<file path="src/rtl/dmem_pkg.sv">
// ============================================================================
// dmem_pkg : shared encodings and default widths for the data-memory arbiter
// Revision : 1.0
// ============================================================================
`default_nettype none

package dmem_pkg;

  typedef logic [0:0] arb_state_t;
  typedef logic [0:0] req_id_t;

  localparam arb_state_t ST_ARB   = 1'b0;
  localparam arb_state_t ST_LOCKB = 1'b1;

  localparam req_id_t REQ_A = 1'b0;
  localparam req_id_t REQ_B = 1'b1;

  localparam int DEF_ADDR_W   = 32;
  localparam int DEF_DATA_W   = 32;
  localparam int DEF_MAX_WAIT = 4;
  localparam int DEF_WAIT_W   = 3;

endpackage

`default_nettype wire

</file>
<file path="src/rtl/dmem_arb_pick.sv">
// ============================================================================
// dmem_arb_pick : combinational grant decision (B priority, A promotion, B lock)
// Revision      : 1.0
// ============================================================================
`default_nettype none

module dmem_arb_pick
  import dmem_pkg::*;
(
  input  logic       i_a_req,
  input  logic       i_b_req,
  input  arb_state_t i_state,
  input  logic       i_promote,
  output logic       o_gnt_a,
  output logic       o_gnt_b
);

  logic w_arb;
  logic w_a_wins;

  assign w_arb = (i_state == ST_ARB);

  // Promotion only matters while arbitrating; a B lock shuts A out entirely.
  assign w_a_wins = w_arb & i_a_req & (i_promote | ~i_b_req);

  assign o_gnt_a = w_a_wins;
  assign o_gnt_b = i_b_req & ~w_a_wins;

endmodule

`default_nettype wire

</file>
<file path="src/rtl/dmem_arbiter.sv">
// ============================================================================
// dmem_arbiter : shares the single-port data memory between MEM stage (A) and
//                the interrupt sequencer (B). Macro DMEM_ARB_STARVE_GUARD_EN
//                builds the A anti-starvation counter.
// Revision     : 1.0
// ============================================================================
`default_nettype none

module dmem_arbiter
  import dmem_pkg::*;
#(
  parameter int ADDR_W   = DEF_ADDR_W,
  parameter int DATA_W   = DEF_DATA_W,
  parameter int MAX_WAIT = DEF_MAX_WAIT,
  parameter int WAIT_W   = DEF_WAIT_W
) (
  input  logic              clk,
  input  logic              reset_b,

  input  logic              i_a_req,
  input  logic              i_a_we,
  input  logic              i_a_en32,
  input  logic              i_a_isStack,
  input  logic [ADDR_W-1:0] i_a_addr,
  input  logic [DATA_W-1:0] i_a_wdata,
  output logic              o_a_gnt,
  output logic              o_a_rvalid,
  output logic [DATA_W-1:0] o_a_rdata,

  input  logic              i_b_req,
  input  logic              i_b_we,
  input  logic              i_b_en32,
  input  logic              i_b_isStack,
  input  logic [ADDR_W-1:0] i_b_addr,
  input  logic [DATA_W-1:0] i_b_wdata,
  input  logic              i_b_lock,
  output logic              o_b_gnt,
  output logic              o_b_rvalid,
  output logic [DATA_W-1:0] o_b_rdata,

  output logic              o_mem_read,
  output logic              o_mem_write,
  output logic              o_mem_en32,
  output logic              o_mem_isStack,
  output logic [ADDR_W-1:0] o_mem_addr,
  output logic [DATA_W-1:0] o_mem_wdata,
  input  logic [DATA_W-1:0] i_mem_rdata
);

  arb_state_t state_q, state_d;
  logic       rvalid_q, rvalid_d;
  req_id_t    owner_q, owner_d;

  logic w_a_req;
  logic w_b_req;
  logic w_gnt_a;
  logic w_gnt_b;
  logic w_promote;

  // Requests are masked during reset so grants and memory strobes stay low.
  assign w_a_req = i_a_req & reset_b;
  assign w_b_req = i_b_req & reset_b;

`ifdef DMEM_ARB_STARVE_GUARD_EN
  logic [WAIT_W-1:0] wait_q, wait_d;

  always_comb begin
    wait_d = wait_q;
    if (!w_a_req || w_gnt_a) begin
      wait_d = '0;
    end else if (wait_q < WAIT_W'(MAX_WAIT)) begin
      wait_d = wait_q + 1'b1;
    end
  end

  always_ff @(posedge clk or negedge reset_b) begin
    if (!reset_b) begin
      wait_q <= '0;
    end else begin
      wait_q <= wait_d;
    end
  end

  assign w_promote = (wait_q == WAIT_W'(MAX_WAIT));
`else
  logic [WAIT_W-1:0] w_unused_wait;
  assign w_unused_wait = WAIT_W'(MAX_WAIT);
  assign w_promote     = 1'b0;
`endif

  dmem_arb_pick u_pick (
    .i_a_req   (w_a_req),
    .i_b_req   (w_b_req),
    .i_state   (state_q),
    .i_promote (w_promote),
    .o_gnt_a   (w_gnt_a),
    .o_gnt_b   (w_gnt_b)
  );

  assign o_a_gnt = w_gnt_a;
  assign o_b_gnt = w_gnt_b;

  always_comb begin
    state_d = state_q;
    if (w_gnt_b) begin
      state_d = i_b_lock ? ST_LOCKB : ST_ARB;
    end
  end

  assign rvalid_d = (w_gnt_a & ~i_a_we) | (w_gnt_b & ~i_b_we);
  assign owner_d  = w_gnt_b ? REQ_B : REQ_A;

  always_ff @(posedge clk or negedge reset_b) begin
    if (!reset_b) begin
      state_q  <= ST_ARB;
      rvalid_q <= 1'b0;
      owner_q  <= REQ_A;
    end else begin
      state_q  <= state_d;
      rvalid_q <= rvalid_d;
      owner_q  <= owner_d;
    end
  end

  always_comb begin
    o_mem_read    = 1'b0;
    o_mem_write   = 1'b0;
    o_mem_en32    = 1'b0;
    o_mem_isStack = 1'b0;
    o_mem_addr    = '0;
    o_mem_wdata   = '0;
    if (w_gnt_b) begin
      o_mem_read    = ~i_b_we;
      o_mem_write   = i_b_we;
      o_mem_en32    = i_b_en32;
      o_mem_isStack = i_b_isStack;
      o_mem_addr    = i_b_addr;
      o_mem_wdata   = i_b_wdata;
    end else if (w_gnt_a) begin
      o_mem_read    = ~i_a_we;
      o_mem_write   = i_a_we;
      o_mem_en32    = i_a_en32;
      o_mem_isStack = i_a_isStack;
      o_mem_addr    = i_a_addr;
      o_mem_wdata   = i_a_wdata;
    end
  end

  assign o_a_rvalid = rvalid_q & (owner_q == REQ_A);
  assign o_b_rvalid = rvalid_q & (owner_q == REQ_B);
  assign o_a_rdata  = o_a_rvalid ? i_mem_rdata : '0;
  assign o_b_rdata  = o_b_rvalid ? i_mem_rdata : '0;

endmodule

`default_nettype wire

</file>
<file path="config.mk">
export PLATFORM = sky130hd
export DESIGN_NAME = dmem_arbiter
export DESIGN_NICKNAME = d
export VERILOG_FILES = /design/src/rtl/dmem_pkg.sv /design/src/rtl/dmem_arb_pick.sv /design/src/rtl/dmem_arbiter.sv
export SDC_FILE = /design/constraint.sdc
export NUM_CORES = 1
export LEC_CHECK = 0
export BUFFER_PORTS_ARGS = -buffer_cell sky130_fd_sc_hd__buf_2
export CAP_MARGIN = 25
export CELL_PAD_IN_SITES_DETAIL_PLACEMENT = 0
export CELL_PAD_IN_SITES_GLOBAL_PLACEMENT = 1
export CORE_AREA = 2 2 120 122
export CTS_BUF_LIST = sky130_fd_sc_hd__clkbuf_8
export CTS_CLUSTER_DIAMETER = 60
export DETAILED_ROUTE_END_ITERATION = 10
export DIE_AREA = 0 0 122 124
export GPL_ROUTABILITY_DRIVEN = 0
export PLACE_DENSITY_LB_ADDON = 0.1
export SETUP_SLACK_MARGIN = 0.3
export SLEW_MARGIN = 25
export SYNTH_ARGS = -nofsm -noshare
export SYNTH_HDL_FRONTEND = slang
export SYNTH_SLANG_ARGS = --single-unit
</file>
<file path="constraint.sdc">
create_clock -name clk -period 1.74 [get_ports clk]
set_input_delay 0.435 -clock clk [delete_from_list [all_inputs] [get_ports clk]]
set_output_delay 0.435 -clock clk [all_outputs]
set_load 0.01 [all_outputs]
</file>
=== After elaboration in Yosys (flattened, before gate mapping) ===
Index checks and enable logic that the tools add are counted.

* Flip-flop bits (word level): 3
* Input bits: 171
* Output and inout bits: 136
* Logic and storage cells: 35

* Muxes and demuxes: 16
* Bitwise gates (word level): 16

{| class="wikitable"
|+ Operators by type and width
! kind !! number
|-
| $mux 32 || 6
|-
| $mux 1 || 10
|-
| $and 1x1->1 || 9
|-
| $not 1->1 || 6
|-
| $or 1x1->1 || 1
|}

=== Longest topological paths before layout ===
Gate-level depths: netlist of the first run.

* Depth after elaboration: 7
* Mapped depth: 5
* Mapped depth without buffers: 2

=== By module ===
Synthesis of the first run repeated with hierarchy kept, for this count alone.

* Cells, all modules: 177
* Area, all modules: 1323.8 um^2

{| class="wikitable"
|+ By module, submodules not included
! module !! instances !! cells each !! area each (um^2) !! seq. area each (um^2)
|-
| dmem_arbiter || 1 || 173 || 1300.0 || 75.1
|-
| dmem_arb_pick || 1 || 4 || 23.8 || 0.0
|}

=== Worst setup path before layout of the first run ===
No wires, ideal clock.

* Path type: in2out
* From: input i_b_req
* To: output o_a_gnt
* Arrival time: 1.236 ns
* Data required time: 1.305 ns
* Path slack: 0.069 ns
* Stages on the path: 4
* Path buffers: 3
* Path through: buf_6 > buf_6 > buf_6 > nor4bb_1

* Word-level cells in the longest chain between the ends: 3

{| class="wikitable"
|+ RTL lines
! element !! RTL line !! text
|-
| start: declaration || dmem_arbiter.sv:30 || <nowiki>input logic i_b_req,</nowiki>
|-
| $and 1x1->1 || dmem_arbiter.sv:62 || <nowiki>assign w_b_req = i_b_req & reset_b;</nowiki>
|-
| $not 1->1 || dmem_arb_pick.sv:24 || <nowiki>assign w_a_wins = w_arb & i_a_req & (i_promote | ~i_b_req);</nowiki>
|-
| $and 1x1->1 || dmem_arb_pick.sv:24 ||
|-
| end: declaration || dmem_arbiter.sv:26 || <nowiki>output logic o_a_gnt,</nowiki>
|}

No other way between the ends.

=== Worst setup path after layout of the first run ===
* From: register owner_q
* To: output o_a_rdata[24]

* Word-level cells in the longest chain between the ends: 3

{| class="wikitable"
|+ RTL lines
! element !! RTL line !! text
|-
| start: declaration || dmem_arbiter.sv:52 || <nowiki>req_id_t owner_q, owner_d;</nowiki>
|-
| start signal: assignment || dmem_arbiter.sv:121 || <nowiki>owner_q <= owner_d;</nowiki>
|-
| $not 1->1 || dmem_arbiter.sv:149 || <nowiki>assign o_a_rvalid = rvalid_q & (owner_q == REQ_A);</nowiki>
|-
| $and 1x1->1 || dmem_arbiter.sv:149 ||
|-
| $mux 32 || dmem_arbiter.sv:151 || <nowiki>assign o_a_rdata = o_a_rvalid ? i_mem_rdata : '0;</nowiki>
|-
| end: declaration || dmem_arbiter.sv:28 || <nowiki>output logic [DATA_W-1:0] o_a_rdata,</nowiki>
|}

No other way between the ends.

==> run summary, run 1 <==
The flow ran to the end, but the final reports show violations. The checks that failed: negative setup slack. The met1 demand-to-capacity share in global routing is 16.6%. The number of buffers and inverters on the critical path is 3. In the final routed layout, each cell accounts on average for 17.0 um. For this block, the via count after detailed routing is 3728.

A synthesized cell averages 7.09 sq um. The clock latency on the worst-skew pair is 0.21 ns. The pin count of the biggest net entering global routing is 71. The arrival time reported for the critical path endpoint came out at 1.42 ns. The count of endpoints failing hold in the final timing report was 0. The most critical setup path has its startpoint at owner_q. The number of fillers in the final layout came out at 1388. The initial antenna violation count came to 2.

The total power of the final layout came out at 1.46 mW. The max-slew violation total from the final report came out at 0. Setup repair after global routing could not meet its margin everywhere. Dividing the final minimum period by the clock period gives 107%. The reg-to-reg setup timing slack came out at 0.57 ns. After global routing, the most crowded layer is met2. In this run the static leakage power is 2.61 nW. The final worst setup slack came out at -0.117 ns. The required time of the worst setup path is 1.30 ns. For this run, global-route usage on met2 was measured as 32.8%. The simple-gate portion of the synthesized area came out at 64.4%. The number of antenna repair diodes is 0.

The number of distinct library cell variants in the gate-level netlist after synthesis came out at 17. The post-synthesis cell count came out at 322. The synthesized flop and latch total is 3.

For this run, the detailed router's first-pass iteration total came to 4. The overall die area came out at 0.0151 sq mm. The count of standard-cell rows is 43.

The slew at the pin closest to its max-slew limit came out at 0.274 ns. The library cell used most frequently in the layout, excluding fill and tap cells, is sky130_fd_sc_hd__buf_2. In the layout the commonest cells are sky130_fd_sc_hd__buf_2 (240), sky130_fd_sc_hd__nand4bb_1 (67), sky130_fd_sc_hd__nand2_1 (67), sky130_fd_sc_hd__a21boi_2 (67), sky130_fd_sc_hd__buf_6 (65). The worst-case IR drop observed on VDD is 0.292 mV. The worst hold-check path type is input port to async pin. On the critical path, the stage with the largest delay is an instance of sky130_fd_sc_hd__dfrtp_1. The placed wire-length estimate came out at 9.53 mm.

The worst setup path is launched from a flip-flop. The remaining antenna violation count is 0. The met3 capacity usage during global routing is 3.30%. The maximum clock skew at final layout came out at 0.0000146 ns. TritonCTS built the clock tree. Walking the worst path, the cells encountered are and2b_4 -> buf_12 -> clkbuf_16 -> and2_4 -> buf_6. In this run the cell area of the synthesized design comes to 0.00228 sq mm. The worst pin sits at a relative slew slack of 81.7%.

The signed area change from the synthesized netlist to the final layout is 139%. The first global-routing pass estimated 18.8 mm of wire. The number of vias per cell after detailed routing is 4.63. The total of buffers placed on input and output ports came out at 306. The max-capacitance violation count came out at 0. The clock slew seen by the registers of the worst setup and hold paths came out at 0.03 ns. The critical path's largest stage delay came out at 0.38 ns. The total number of yosys warnings came out at 0. The post-synthesis adder-cell area fraction came out at 0%. The maximum buffer depth of the clock tree is 2. The worst setup path is captured at an output port. Summed over all layers, the routed wires come to 13.7 mm. Summing the areas of all compound-gate instances in the mapped netlist gives 22.7% of the synthesized area. After detailed placement, the design holds a cell count of 784. By area, the combinational part of the netlist is dominated by simple AND/OR/NAND/NOR gates. The vertical extent of the die came out at 124 um. The DRC violation count after routing came out at 0. The net total in the final layout came out at 798. The minimum hold slack came out at 0.222 ns. The share of the yosys chip area belonging to registers is 3.29%. The via count of the first global-routing pass is 3503. The H-tree depth reported by CTS is 1.

Setup total negative slack on the finished layout was measured at -3.93 ns. Of the total synthesized cell area, the portion taken by XOR and XNOR cells is 0%. The capturing point of the worst reg2reg path is rvalid_q.

The clock tree root driver cell is sky130_fd_sc_hd__clkbuf_8. The ratio of total power to cell area came out at 268 mW/mm^2. The post-cts hold buffer count came out at 0. The largest fanout of any net on the critical path is 4.

The critical path class is flip-flop to output port. In this run the count of I/O pins placed on the die edge is 307. The number of setup violations in the final report is 96. The startpoint identified for the worst register-to-register timing path is state_q. The initial standard-cell utilization of the core came out at 16.6%.

The depth of the worst register-to-register path came out at 4. The total routing usage reported by global routing is 15.8%. The floorplan step defined a core boundary enclosing 0.0137 sq mm. Global routing finished with a remaining overflow of 0.

The multiplexer share of the synthesized area came out at 0.493%. The first routing iteration left 74 violations. The number of buffers inserted during clock tree synthesis came out at 3. The time the worst path needs with I/O delays and setup is 1.86 ns. The dominant delay contributor by cell family on the critical path is simple AND/OR/NAND/NOR gates. Clock tree synthesis found a total of 3 sinks.

The peak clock frequency supported by timing is 538 MHz. The share of cells above drive strength 1 is 76.7%. The number of nets produced by synthesis is 493. The finished layout holds 806 standard cells, fillers aside. The width of the die came out at 122 um.
## flip-flops by register name, summed over array words and instances, names as in the netlist
signal / flops
rvalid_q: 1
owner_q: 1
state_q: 1
## metrics by stage
| stage | utilization, % | area (sq um) | setup slack [ns] |
|---|---|---|---|
| 2_1_floorplan | - | 2550 | 0.124 |
| 3_3_place_gp | 31.7 | 4350 | 0.00725 |
| 3_5_place_dp | 31.7 | 4350 | 0.00149 |
| 4_1_cts | 37.9 | 5200 | -0.0936 |
| 5_1_grt | 39.8 | 5450 | -0.135 |
| 6_report | 39.8 | 5450 | -0.117 |
## what timing repair did
action,in CTS,in global routing
cloned,9,2
gates resized for setup,111,47
pin swaps,10,25
endpoints found under the setup margin,136,136
buffers inserted,6,1
## routing by layer
metal  part of all wire [%]  vias up
met3                    7.6       12
li1                       -     1779
met5                   0.17        -
met4                   0.80        4
met1                     35     1755
met2                     56      178
## synthesized netlist by cell type, drive strengths merged
library cell | n | area, sq um
and2 | 34 | 215
dfrtp | 3 | 75.1
clkbuf | 32 | 120
nor2b | 1 | 6.26
nor4bb | 1 | 10.0
nand4bb | 67 | 754
a21boi | 67 | 503
mux2 | 1 | 11.3
buf | 13 | 88.8
and2b | 1 | 7.51
nor4b | 1 | 23.8
nand2 | 67 | 251
o21a | 2 | 15.0
and3 | 32 | 200
## worst max path at each step
stage | endpoint | cells after the start
6_report | o_a_rdata[24] | 5
5_1_grt | o_a_rdata[24] | 5
4_1_cts | o_mem_read | 4
3_5_place_dp | o_mem_addr[28] | 5
3_3_place_gp | o_mem_addr[29] | 5
2_1_floorplan | o_mem_read | 5
## where the power goes
group	total [mW]	switching [mW]	internal, mW
Clock	0.197	0.0467	0.150
Combinational	1.19	0.514	0.671
Sequential	0.0819	0.00504	0.0769
Total	1.46	0.566	0.898
## cell families after synthesis
group                  Yosys count
flip-flops                       3
AND/OR/NAND/NOR                204
multiplexers                     1
AO/OA/AOI/OAI                   69
buffers and inverters           45
## final cells by class
| class | count | area, sq um | area share (%) |
|---|---|---|---|
| Clock buffer | 3 | 41.3 | 0.757 |
| Clock inverter | 1 | 3.75 | 0.0688 |
| Multi-Input combinational cell | 274 | 2490 | 45.6 |
| Sequential cell | 3 | 76.3 | 1.40 |
| Tap cell | 180 | 225 | 4.13 |
| Timing Repair Buffer | 345 | 2620 | 48.0 |
Power figures use the tool's default switching activity.
==> run 2: changes to the inputs <==
--- a/config.mk
+++ b/config.mk
@@ -9,13 +9,14 @@
 export CAP_MARGIN = 25
 export CELL_PAD_IN_SITES_DETAIL_PLACEMENT = 0
 export CELL_PAD_IN_SITES_GLOBAL_PLACEMENT = 1
-export CORE_AREA = 2 2 120 122
+export CORE_ASPECT_RATIO = 0.75
+export CORE_MARGIN = 4
+export CORE_UTILIZATION = 19
 export CTS_BUF_LIST = sky130_fd_sc_hd__clkbuf_8
 export CTS_CLUSTER_DIAMETER = 60
 export DETAILED_ROUTE_END_ITERATION = 10
-export DIE_AREA = 0 0 122 124
 export GPL_ROUTABILITY_DRIVEN = 0
-export PLACE_DENSITY_LB_ADDON = 0.1
+export PLACE_DENSITY = 0.82
 export SETUP_SLACK_MARGIN = 0.3
 export SLEW_MARGIN = 25
 export SYNTH_ARGS = -nofsm -noshare
==> run 2 against run 1 <==
The run still ends with negative setup slack left. Critical path depth is 1 lower. Count of clock-buffer cells in the layout did not move. Register-to-register slack improved by 0.08 ns. Sequential power grew 4.4%. Cell count decreased by 3.1%. First-iteration DRC count rose by 53%. Power grew 4.1%.
==> run summary, run 2 (synthesized netlist as in run 1, its figures left out) <==
The critical path class is flip-flop to output port (unchanged). The via count of the first global-routing pass is 3737 (was 3503). The total clock sinks is 3 (unchanged).

The number of buffers inserted during clock tree synthesis came out at 3 (unchanged). Violations in the final reports: negative setup slack (unchanged). The remaining antenna violation count is 0 (unchanged). The peak clock frequency supported by timing is 547 MHz (was 538 MHz).

The placed wire-length estimate is 9.58 mm (was 9.53 mm). The overall die area was 0.0138 sq mm (was 0.0151 sq mm). The global-route wire length before repair came out at 19.6 mm (was 18.8 mm). The count of standard-cell rows came out at 34 (was 43). The number of antenna repair diodes came out at 0 (unchanged). The largest fanout of any net on the critical path came out at 30 (was 4).

The static power due to leakage came out at 2.61 nW (about the same). The relative slew slack is 80.3% (was 81.7%). The number of detailed-route iterations in the first pass is 4 (unchanged). The width of the die came out at 135 um (was 122 um). The total routing usage reported by global routing came to 17.3% (was 15.8%).

Setup repair after global routing missed its margin: true (unchanged). The multi-input combinational cell area is 0.00265 sq mm (was 0.00249 sq mm). The number of vias after detailed routing is 3712 (was 3728). The net total in the final layout is 791 (was 798). The pin count of the biggest net entering global routing came out at 54 (was 71). The clock tree root driver cell was sky130_fd_sc_hd__clkbuf_8 (unchanged). The number of setup violations in the final report came to 88 (was 96).

The clock tree from TritonCTS is done (unchanged). The share of cells above drive strength 1 is 76.6% (was 76.7%). The count of endpoints failing hold in the final timing report is 0 (unchanged). The total I/O pin count came out at 307 (unchanged). The share of the cycle needed by the critical path after routing is 105% (was 107%).

The post-route cell area came out at 0.00551 sq mm (was 0.00545 sq mm). The final worst setup slack was -0.0882 ns (was -0.117 ns). Largest registers ranked by flip-flop count: owner_q: 1 flops, rvalid_q: 1 flops, state_q: 1 flops (unchanged).

The clock latency on the worst-skew pair is 0.22 ns (was 0.21 ns). The vertical extent of the die came out at 103 um (was 124 um). The time the worst path needs with I/O delays and setup was 1.83 ns (was 1.86 ns). The detailed-route wire length is 14.0 mm (was 13.7 mm). The maximum buffer depth of the clock tree is 2 (unchanged). The post-cts hold buffer count came out at 0 (unchanged). The max-slew violation total from the final report was 0 (unchanged).

The nature of the critical path startpoint is a flip-flop (unchanged). The initial antenna violation count was 0 (was 2). Most frequent cells in the layout: sky130_fd_sc_hd__buf_2 (253), sky130_fd_sc_hd__nand2_1 (67), sky130_fd_sc_hd__a21boi_2 (67) (was sky130_fd_sc_hd__buf_2 (240), sky130_fd_sc_hd__nand4bb_1 (67), sky130_fd_sc_hd__nand2_1 (67), sky130_fd_sc_hd__a21boi_2 (67), sky130_fd_sc_hd__buf_6 (65)). The required time of the worst setup path is 1.30 ns (about the same). The number of fillers in the final layout is 1136 (was 1388). The DRC violation count after routing was 0 (unchanged).

The total of buffers placed on input and output ports is 306 (unchanged). The ratio of total power to cell area is 277 mW/mm^2 (was 268 mW/mm^2). The average wire length per cell after detail routing came out at 17.9 um (was 17.0 um). The maximum clock skew at final layout is 0.00141 ns (was 0.0000146 ns). The worst hold-check path type was input port to async pin (unchanged). The standard cell area after detailed placement came to 0.00426 sq mm (was 0.00435 sq mm). The global-route congestion overflow total was 0 (unchanged). The kind of capture point of the worst setup path is an output port (unchanged). The clock slew seen by the registers of the worst setup and hold paths was 0.03 ns (about the same). The most common cell after layout, fill and taps aside is sky130_fd_sc_hd__buf_2 (unchanged).

The signed area change from the synthesized netlist to the final layout is 141% (was 139%). The slew at the pin closest to its max-slew limit is 0.296 ns (was 0.274 ns). Status: finished with violations (unchanged). The H-tree depth reported by CTS came to 1 (unchanged). The max-capacitance violation count is 0 (unchanged). The number of design-rule violations left by the first detailed-router iteration is 113 (was 74). The worst voltage drop across the vdd grid is 0.190 mV (was 0.292 mV). The number of vias per cell after detailed routing is 4.75 (was 4.63). The area of all sequential standard cells was 76.3 sq um (unchanged). The core outline area came to 0.0117 sq mm (was 0.0137 sq mm). The initial standard-cell utilization of the core is 19.6% (was 16.6%). The final-layout setup total negative slack came to -2.86 ns (was -3.93 ns).

The arrival time reported for the critical path endpoint came out at 1.39 ns (was 1.42 ns).
[run 2: changes by cell type in the layout (fill, tap and decap cells not counted), sizes merged]
cell,before,now
clkbuf,5,7
buf,342,333
[run 2: metrics by stage]
stage | setup WS (ns) | std cells | total power, mW | hold WS [ns] | util, %
finish | -0.0882 | 781 | 1.52 | 0.162 | 47.3
global route | -0.135 | 781 | 1.63 | 0.164 | 47.3
CTS | -0.0753 | 776 | 1.40 | 0.161 | 41.3
detailed placement | -0.0364 | 760 | 1.04 | 0.407 | 36.5
global placement | -0.0128 | 760 | 1.02 | 0.397 | 36.5
floorplan | 0.124 | 322 | 0.616 | 0.139 | -
[run 2: where the power goes]
part,switching [mW],internal [mW]
Sequential,0.00857,0.0769
Clock,0.0470,0.150
Combinational,0.534,0.708
[run 2: routing by layer]
layer | global-route usage (%) | share of wire (%)
met1 | 19.5 | 36
met2 | 34.9 | 55
met3 | 3.07 | 6.8
met4 | 2.58 | 1.9
met5 | 0 | 0
[run 2: worst max-delay path, cell delays in order, from the launching register on]
cell and delay [ns]:
sky130_fd_sc_hd__dfrtp_2 0.43, sky130_fd_sc_hd__buf_6 0.19, sky130_fd_sc_hd__nand4bb_1 0.23, sky130_fd_sc_hd__a21boi_2 0.17, sky130_fd_sc_hd__buf_2 0.15
[run 2: layout make-up]
cell class                 instances  area share [%]
clock buffer                       3           0.749
timing repair buffer             338            46.0
sequential                         3            1.39
tap                              162            3.68
clock inverter                     1          0.0681
multi-input combinational        274            48.1
[run 2: what timing repair did]
item | in CTS | in global routing
cloned | 10 | 4
setup endpoints to repair | 136 | 136
setup buffers | 2 | 1
gates resized for setup | 51 | 103
pin swaps | 4 | 22
[run 2: final timing paths]
| kind | from | to | slack, ns | cells after the start |
|---|---|---|---|---|
| max in group asynchronous | reset_b | owner_q | 1.27 | 3 |
| setup / recovery | state_q | o_mem_addr[25] | -0.09 | 4 |
| hold / removal | reset_b | state_q | 0.16 | 2 |
| hold reg to reg | state_q | state_q | 0.77 | 2 |
| min in group clk | i_b_lock | state_q | 0.44 | 2 |
| setup reg to reg | state_q | rvalid_q | 0.65 | 3 |
